`src/rtl/sequence_letter_streamer_if.sv`:
```
// Letter stream handshake between the sequence reader and the systolic array.
// The master drives the letter and its tags; the slave returns ready.
interface sequence_letter_streamer_if #(
  parameter int LETTER_WIDTH = 2,
  parameter int IDX_W        = 5
);
  logic [LETTER_WIDTH-1:0] letter_out;
  logic                    letter_valid;
  logic                    letter_ready;
  logic [IDX_W-1:0]        letter_idx;
  logic                    letter_last;

  modport master (
    output letter_out,
    output letter_valid,
    input  letter_ready,
    output letter_idx,
    output letter_last
  );

  modport slave (
    input  letter_out,
    input  letter_valid,
    output letter_ready,
    input  letter_idx,
    input  letter_last
  );
endinterface

```
`src/rtl/sequence_letter_streamer.sv`:
```
// Snapshots one sequence bank and streams it out one 2-bit letter per
// transfer; register 0 first, MSB letter of each register first.
module sequence_letter_streamer #(
  parameter int NUM_REG      = 8,
  parameter int BITS_REG     = 8,
  parameter int LETTER_WIDTH = 2
) (
  input  logic                               clk,
  input  logic                               rst_n,
  input  logic                               start,
  input  logic                               abort,
  input  logic [NUM_REG-1:0][BITS_REG-1:0]   seq_in,
  sequence_letter_streamer_if.master         stream,
  output logic                               busy,
  output logic                               done
);

  localparam int LPR   = BITS_REG / LETTER_WIDTH;
  localparam int TOTAL = NUM_REG * LPR;
  localparam int IDX_W = $clog2(TOTAL);

  localparam logic [IDX_W-1:0] LAST_IDX = IDX_W'(TOTAL - 1);

  localparam logic [1:0] S_IDLE   = 2'd0;
  localparam logic [1:0] S_STREAM = 2'd1;
  localparam logic [1:0] S_DONE   = 2'd2;

  logic [1:0]                       state_q, state_d;
  logic [IDX_W-1:0]                 idx_q, idx_d;
  logic [NUM_REG-1:0][BITS_REG-1:0] shadow_q, shadow_d;

  logic [LETTER_WIDTH-1:0] letters [TOTAL];
  logic                    st_idle;
  logic                    st_stream;
  logic                    st_done;
  logic                    xfer;
  logic                    is_last;

  // Flat letter view of the shadow bank, in stream order.
  for (genvar r = 0; r < NUM_REG; r++) begin : g_reg
    for (genvar p = 0; p < LPR; p++) begin : g_let
      assign letters[r*LPR+p] =
        shadow_q[r][BITS_REG-1-p*LETTER_WIDTH -: LETTER_WIDTH];
    end
  end

  assign st_idle   = (state_q == S_IDLE);
  assign st_stream = (state_q == S_STREAM);
  assign st_done   = (state_q == S_DONE);

  assign xfer    = st_stream && stream.letter_ready;
  assign is_last = (idx_q == LAST_IDX);

  always_comb begin
    state_d  = state_q;
    idx_d    = idx_q;
    shadow_d = shadow_q;
    unique case (1'b1)
      st_idle: begin
        if (start && !abort) begin
          shadow_d = seq_in;
          idx_d    = '0;
          state_d  = S_STREAM;
        end
      end
      st_stream: begin
        if (abort) begin
          state_d = S_IDLE;
        end else if (xfer) begin
          if (is_last) begin
            state_d = S_DONE;
          end else begin
            idx_d = idx_q + 1'b1;
          end
        end
      end
      st_done: begin
        state_d = S_IDLE;
      end
      default: begin
        state_d = S_IDLE;
      end
    endcase
  end

  always_ff @(posedge clk) begin
    if (!rst_n) begin
      state_q  <= S_IDLE;
      idx_q    <= '0;
      shadow_q <= '0;
    end else begin
      state_q  <= state_d;
      idx_q    <= idx_d;
      shadow_q <= shadow_d;
    end
  end

  // Letter tags are forced to zero outside STREAM.
  assign stream.letter_valid = st_stream;
  assign stream.letter_out   = st_stream ? letters[idx_q] : '0;
  assign stream.letter_idx   = st_stream ? idx_q : '0;
  assign stream.letter_last  = st_stream && is_last;

  assign busy = st_stream;
  assign done = st_done;

endmodule

```
`src/flat_wrapper.sv`:
```
// flat-port wrapper written by rule: the top's interface ports become plain ports
module sequence_letter_streamer_flat 
#(
  parameter int NUM_REG      = 8,
  parameter int BITS_REG     = 8,
  parameter int LETTER_WIDTH = 2
)
  (clk, rst_n, start, abort, seq_in, busy, done, stream_letter_out, stream_letter_valid, stream_letter_ready, stream_letter_idx, stream_letter_last);
  sequence_letter_streamer_if #(.LETTER_WIDTH(LETTER_WIDTH), .IDX_W(5)) stream_i ();
  input  logic clk;
  input  logic rst_n;
  input  logic start;
  input  logic abort;
  input  logic [NUM_REG-1:0][BITS_REG-1:0] seq_in;
  output logic busy;
  output logic done;
  output wire logic [$bits(stream_i.letter_out)-1:0] stream_letter_out;
  output wire logic [$bits(stream_i.letter_valid)-1:0] stream_letter_valid;
  input wire logic [$bits(stream_i.letter_ready)-1:0] stream_letter_ready;
  output wire logic [$bits(stream_i.letter_idx)-1:0] stream_letter_idx;
  output wire logic [$bits(stream_i.letter_last)-1:0] stream_letter_last;
  assign stream_letter_out = stream_i.letter_out;
  assign stream_letter_valid = stream_i.letter_valid;
  assign stream_i.letter_ready = stream_letter_ready;
  assign stream_letter_idx = stream_i.letter_idx;
  assign stream_letter_last = stream_i.letter_last;
  sequence_letter_streamer #(.NUM_REG(NUM_REG), .BITS_REG(BITS_REG), .LETTER_WIDTH(LETTER_WIDTH)) u_core (.clk(clk), .rst_n(rst_n), .start(start), .abort(abort), .seq_in(seq_in), .stream(stream_i), .busy(busy), .done(done));
endmodule
```
`config.mk`:
```
export PLATFORM = sky130hd
export DESIGN_NAME = sequence_letter_streamer_flat
export DESIGN_NICKNAME = d
export VERILOG_FILES = /design/src/rtl/sequence_letter_streamer_if.sv /design/src/rtl/sequence_letter_streamer.sv /design/src/flat_wrapper.sv
export SDC_FILE = /design/constraint.sdc
export NUM_CORES = 1
export LEC_CHECK = 0
export BUFFER_PORTS_ARGS = -buffer_cell sky130_fd_sc_hd__buf_4
export CAP_MARGIN = 20
export CORE_MARGIN = 4
export CORE_UTILIZATION = 57
export DETAILED_ROUTE_END_ITERATION = 12
export PLACE_DENSITY = 0.84
export RECOVER_POWER = 50
export SYNTH_ARGS = -nofsm -noshare
export SYNTH_HDL_FRONTEND = slang
export SYNTH_SLANG_ARGS = --single-unit
```
`constraint.sdc`:
```
create_clock -name clk -period 4.8 [get_ports clk]
set_input_delay 0.24 -clock clk [delete_from_list [all_inputs] [get_ports clk]]
set_output_delay 0.24 -clock clk [all_outputs]
set_load 0.005 [all_outputs]
```
==> results of run 1 <==
## worst reg2reg max path: stages, from the launching register on
cell and delay, ns:
dfxtp_1 0.45, or4b_2 0.17, clkbuf_1 1.90, nand2_1 0.30, a21boi_0 0.31
## flip-flops by register name, summed over array words and instances (netlist names)
register / cells
u_core.letters: 64
u_core.idx_q: 5
u_core.state_q: 2
## kinds of logic after synthesis
kind of cell	after synthesis
mux	25
flops	71
simple gates	161
buf+inv	29
compound gates	76
xor+xnor	2
fa+ha+maj	2
## layout by cell type (no fill, tap or decap), types with 2 or more instances in the layout
cell	count
nand2_1	130
mux2_2	3
clkbuf_8	10
and2_1	6
nor2b_1	6
inv_1	2
mux2i_1	7
a21boi_0	62
and2_0	2
nand2b_1	3
mux4_2	8
mux4_1	7
bufinv_16	4
xor2_1	2
nor3_1	2
a22oi_1	2
a21oi_1	2
buf_4	77
o22ai_1	2
a21boi_1	2
clkbuf_4	3
o21a_1	2
or2_2	2
nor2_1	3
clkbuf_1	2
dfxtp_1	71
ha_1	2
## final timing paths
path | end | slack (ns) | depth (start not counted)
min | u_core.state_q[1]$_SDFFE_PN0P_ | 0.11 | 2
max reg2reg | u_core.letters[3]$_SDFFE_PN0P_ | 1.57 | 4
max | u_core.letters[3]$_SDFFE_PN0P_ | 1.57 | 4
min reg2reg | u_core.letters[40]$_SDFFE_PN0P_ | 0.46 | 2
## stage by stage
stage          cell area [um2]  hold WS (ns)  instances  total power, W  setup slack (ns)
4_1_cts                   4170        0.0995        508         0.00140              1.64
5_1_grt                   4190         0.104        509         0.00145              1.32
3_3_place_gp              3900         0.438        492        0.000766              2.09
6_report                  4190         0.109        509         0.00140              1.57
2_1_floorplan             3320         0.317        366        0.000708              2.84
3_5_place_dp              3900         0.448        492        0.000771              2.00
## power by group
part,switching [W],total [W],leakage (nW),internal [W]
registers,0.0000169,0.000631,0.579,0.000615
logic,0.0000567,0.000128,0.957,0.0000710
clock network,0.000227,0.000641,0.134,0.000413
total,0.000301,0.00140,1.67,0.00110
## layer usage
metal  share of wire [%]  wire length (um)
met1                  42              3400
met2                  49              3920
met3                 7.2               580
met4                 2.0               160
met5                   0                 0
## layout make-up
class	instances	share of cell area (%)
Clock buffer	11	3.37
Clock inverter	5	3.07
Inverter	2	0.179
Multi-Input combinational cell	266	42.3
Sequential cell	71	33.9
Tap cell	72	2.15
Timing Repair Buffer	82	15.1
==> impl_metrics.tcl, run 1 <==
set metrics [dict create \
    slowest_delay_ns 1.90 \
    hold_viol_final 0 \
    slew_viol_final 66 \
    synth_top_family_by_area "simple AND/OR/NAND/NOR gates" \
    die_h_um 84.4 \
    synth_warnings 0 \
    via_count 2821 \
    p_per_area_mw_per_mm2 334 \
    setup_violations 0 \
    grt_usage_pct 23.7 \
    ys_seq_area_share_pct 42.8 \
    die_w_um 84.4 \
    clkSlewWorstSetupHoldPaths_ns 0.07 \
    max-vdd-ir-drop_uv 234 \
    synthCells 366 \
    r2r_start "u_core.state_q[0]$_SDFFE_PN0P_" \
    startpoint "u_core.state_q[0]$_SDFFE_PN0P_" \
    grt_pass1_vias 2813 \
    tightest_slew_ns 2.70 \
    synth-compound-area-share_pct 17.0 \
    cp_cell_sequence "or4b_2 > clkbuf_1 > nand2_1 > a21boi_0" \
    fin_nets 503 \
    dr.first_iter.drc_count 237 \
    grt-ovfl-total 0 \
    avgSynthCellArea_um2 9.08 \
    dp_hpwl_mm 5.22 \
    synth_mux_area_share_pct 14.1 \
    cp-start-kind "flip-flop" \
    endpoint_kind "flip-flop" \
    synth_edf_count 0 \
    grt_pass1_wl_mm 13.6 \
    fin_crit_ns 3.23 \
    synthAdderAreaFrac_pct 0.753 \
    crit_type "flip-flop to flip-flop" \
    area_delta_synth_final_pct 26.2 \
    remaining_drc_errors 0 \
    postCtsSetupRepairBufs 0 \
    grtUsageMet2_pct 39.0 \
    synthArstFlopShare_pct 0 \
    cp_num_buf_inv 1 \
    final_antenna_net_count 0 \
    synth-xor-area-share_pct 0.527 \
    rsz0062_at_grt "false" \
    synthTopCellsByCount "nand2_1, dfxtp_1, a21boi_0, clkbuf_1, a21boi_1" \
    yosysMostFrequentCell "nand2_1" \
    fmax_mhz 310 \
    viasPerCell 5.54 \
    ys_seq_elements 71 \
    drt_first_pass_iters 6 \
    fp.coreArea_mm2 0.00557 \
    cp_slowest_cell "clkbuf_1" \
    cts_resized 0 \
    synth_top_area_share_pct 42.8 \
    grt_max_degree 71 \
    die-area_mm2 0.00712 \
    grt-busiest-layer "met2" \
    yosysTopAreaCell "dfxtp_1" \
    min_from "abort" \
    numCtsBuffers 9 \
    clock_path_buffers 2 \
    arrival_ns 3.48 \
    fin_util_pct 75.2 \
    antenna_found_initial 0 \
    required_ns 5.05 \
    grt_util_met3_pct 7.46 \
    syn-num-nets 437 \
    insertedDiodeCount 0 \
    fin_skew_ns 0.00991 \
    hold_class "input port to flip-flop" \
    crit_path_max_fanout 65 \
    cpLargestDelayFamily "buffers and inverters" \
    ys.flop_type "dfxtp_1" \
    htreeDepth 3 \
    synth_area_mm2 0.00332 \
    synthTopCellsByArea "dfxtp_1, nand2_1, a21boi_0" \
    synth-simple-area-share_pct 20.7 \
    violations "max-capacitance violations, max-slew violations" \
    nFillCells 402 \
    fin_crit_sh_pct 67.3 \
    cts_tree "done" \
    gp_congestion 0.834 \
    drive_gt1_share_pct 25.4 \
    met1_usage_pct 29.5 \
    cts_sinks 71 \
    run_status "finished with violations" \
    fin_tns_setup_ns 0 \
    cap_violations 1 \
    port-buffer-count 79 \
    row_count 27 \
    p_leak_nw 1.67 \
    ios 80 \
    yosysUniqueCellTypes 38 \
    wl_per_cell_um 15.8 \
    relSlewSlack_pct -80.3 \
    seq_area_mm2 0.00142 \
    multiInputGateArea_mm2 0.00177 \
    ctsHoldBuffers 0 \
    clk_latency_ns 0.35 \
    root_buffer "clkbuf_8" \
    wl_mm 8.06 \
    initial_utilization_pct 59.6 \
]
Note: power is estimated with default switching activity, not from simulation.
==> run 2: changes to the inputs <==
--- a/config.mk
+++ b/config.mk
@@ -8,9 +8,9 @@
 export BUFFER_PORTS_ARGS = -buffer_cell sky130_fd_sc_hd__buf_4
 export CAP_MARGIN = 20
 export CORE_MARGIN = 4
-export CORE_UTILIZATION = 57
+export CORE_UTILIZATION = 53
 export DETAILED_ROUTE_END_ITERATION = 12
-export PLACE_DENSITY = 0.84
+export PLACE_DENSITY = 0.79
 export RECOVER_POWER = 50
 export SYNTH_ARGS = -nofsm -noshare
 export SYNTH_HDL_FRONTEND = slang
==> constraint.sdc (replaced) <==
create_clock -name clk -period 3.4 [get_ports clk]
set_input_delay 0.17 -clock clk [delete_from_list [all_inputs] [get_ports clk]]
set_output_delay 0.17 -clock clk [all_outputs]
set_load 0.005 [all_outputs]
==> impl_metrics.tcl, run 2 (synthesis results as in run 1) <==
set metrics [dict create \
    drive_gt1_share_pct 25.9 \
    antenna_found_initial 0 \
    cts_resized 0 \
    viasPerCell 5.38 \
    cpLargestDelayFamily "multiplexers" \
    die_w_um 87.2 \
    largest_reg_flops 64 \
    row_count 28 \
    htreeDepth 3 \
    cp-start-kind "flip-flop" \
    clkSlewWorstSetupHoldPaths_ns 0.07 \
    placement.cell_area_mm2 0.00391 \
    die-area_mm2 0.00760 \
    slowest_delay_ns 0.80 \
    required_ns 3.23 \
    via_count 2757 \
    fin_crit_ns 2.85 \
    tightest_slew_ns 1.24 \
    drt_first_pass_iters 4 \
    grt-ovfl-total 0 \
    cap_violations 0 \
    fmax_mhz 350 \
    cp_slowest_cell "dfxtp_1" \
    grt_usage_pct 20.1 \
    postCtsSetupRepairBufs 0 \
    arrival_ns 2.68 \
    remaining_drc_errors 0 \
    port-buffer-count 79 \
    cts_sinks 71 \
    crit_type "flip-flop to output port" \
    cts_tree "done" \
    fin_nets 503 \
    run_status "completed" \
    area_delta_synth_final_pct 23.9 \
    crit_path_max_fanout 18 \
    die_h_um 87.2 \
    max-vdd-ir-drop_uv 352 \
    fin_crit_sh_pct 83.9 \
    grt_pass1_vias 2575 \
    hold_viol_final 0 \
    clock_path_buffers 2 \
    gp_congestion 0.793 \
    dp_hpwl_mm 5.08 \
    grt_pass1_wl_mm 11.9 \
    setup_violations 0 \
    most-common-layout-cells "nand2_1, buf_4, dfxtp_1, a21boi_0, clkbuf_8" \
    fin_skew_ns 0.00827 \
    finalInstanceArea_mm2 0.00412 \
    insertedDiodeCount 0 \
    ios 80 \
    relSlewSlack_pct 17.3 \
    initial_utilization_pct 55.5 \
    fp.coreArea_mm2 0.00599 \
    p_per_area_mw_per_mm2 426 \
    final_antenna_net_count 0 \
    grt_max_degree 71 \
    ctsHoldBuffers 0 \
    fin_tns_setup_ns 0 \
    clk_latency_ns 0.35 \
    wl_mm 7.30 \
    layout.cells.most_common "nand2_1" \
    root_buffer "clkbuf_8" \
    p_leak_nw 1.64 \
    hold_class "input port to flip-flop" \
    nFillCells 491 \
    cp_cell_sequence "mux4_1 > mux4_2 > o22ai_1 > nor3_1 > buf_4" \
    cp_num_buf_inv 1 \
    dr.first_iter.drc_count 171 \
    numCtsBuffers 9 \
    slew_viol_final 0 \
    rsz0062_at_grt "false" \
    wl_per_cell_um 14.3 \
    endpoint_kind "output port" \
]
==> run 2: through the flow <==
stage	hold slack [ns]	std cells	total power, W	utilization [%]	setup slack, ns
after floorplan	0.247	366	0.00100	-	1.51
after global placement	0.391	496	0.00108	65.3	1.00
after detailed placement	0.399	496	0.00109	65.3	0.918
after CTS	0.0365	512	0.00176	68.8	0.546
after global routing	0.0340	512	0.00183	68.7	0.423
final	0.0457	512	0.00175	68.7	0.546
==> run 2: report_power, final <==
| group | switching [W] | internal, W |
|---|---|---|
| Clock | 0.000311 | 0.000377 |
| Combinational | 0.0000768 | 0.0000999 |
| Sequential | 0.0000218 | 0.000868 |
==> run 2: cell type report <==
type	count	area [um2]	share of cell area [%]
multi-input cells	266	1770	43.1
flip-flops and latches	71	1420	34.5
well taps	75	93.8	2.28
repair buffers	82	613	14.9
clock inverters	5	56.3	1.37
clock buffers	11	151	3.68
inverters	2	7.51	0.182
==> run 2: per-layer routing <==
layer / global-route usage, % / share of wire (%)
met1: 26.5 / 44
met2: 31.3 / 47
met3: 5.01 / 6.6
met4: 8.65 / 1.8
met5: 0 / 0
==> run 2: worst paths after layout <==
| check | startpoint | endpoint | slack [ns] | cells past startpoint |
|---|---|---|---|---|
| worst max-delay path | u_core.idx_q[1]$_SDFFE_PN0P_ | stream_letter_out[1] | 0.55 | 5 |
| worst min-delay path | abort | u_core.state_q[1]$_SDFFE_PN0P_ | 0.05 | 2 |
| worst max register to register | u_core.state_q[1]$_SDFFE_PN0P_ | u_core.letters[48]$_SDFFE_PN0P_ | 1.11 | 4 |
| worst min register to register | u_core.letters[40]$_SDFFE_PN0P_ | u_core.letters[40]$_SDFFE_PN0P_ | 0.46 | 2 |
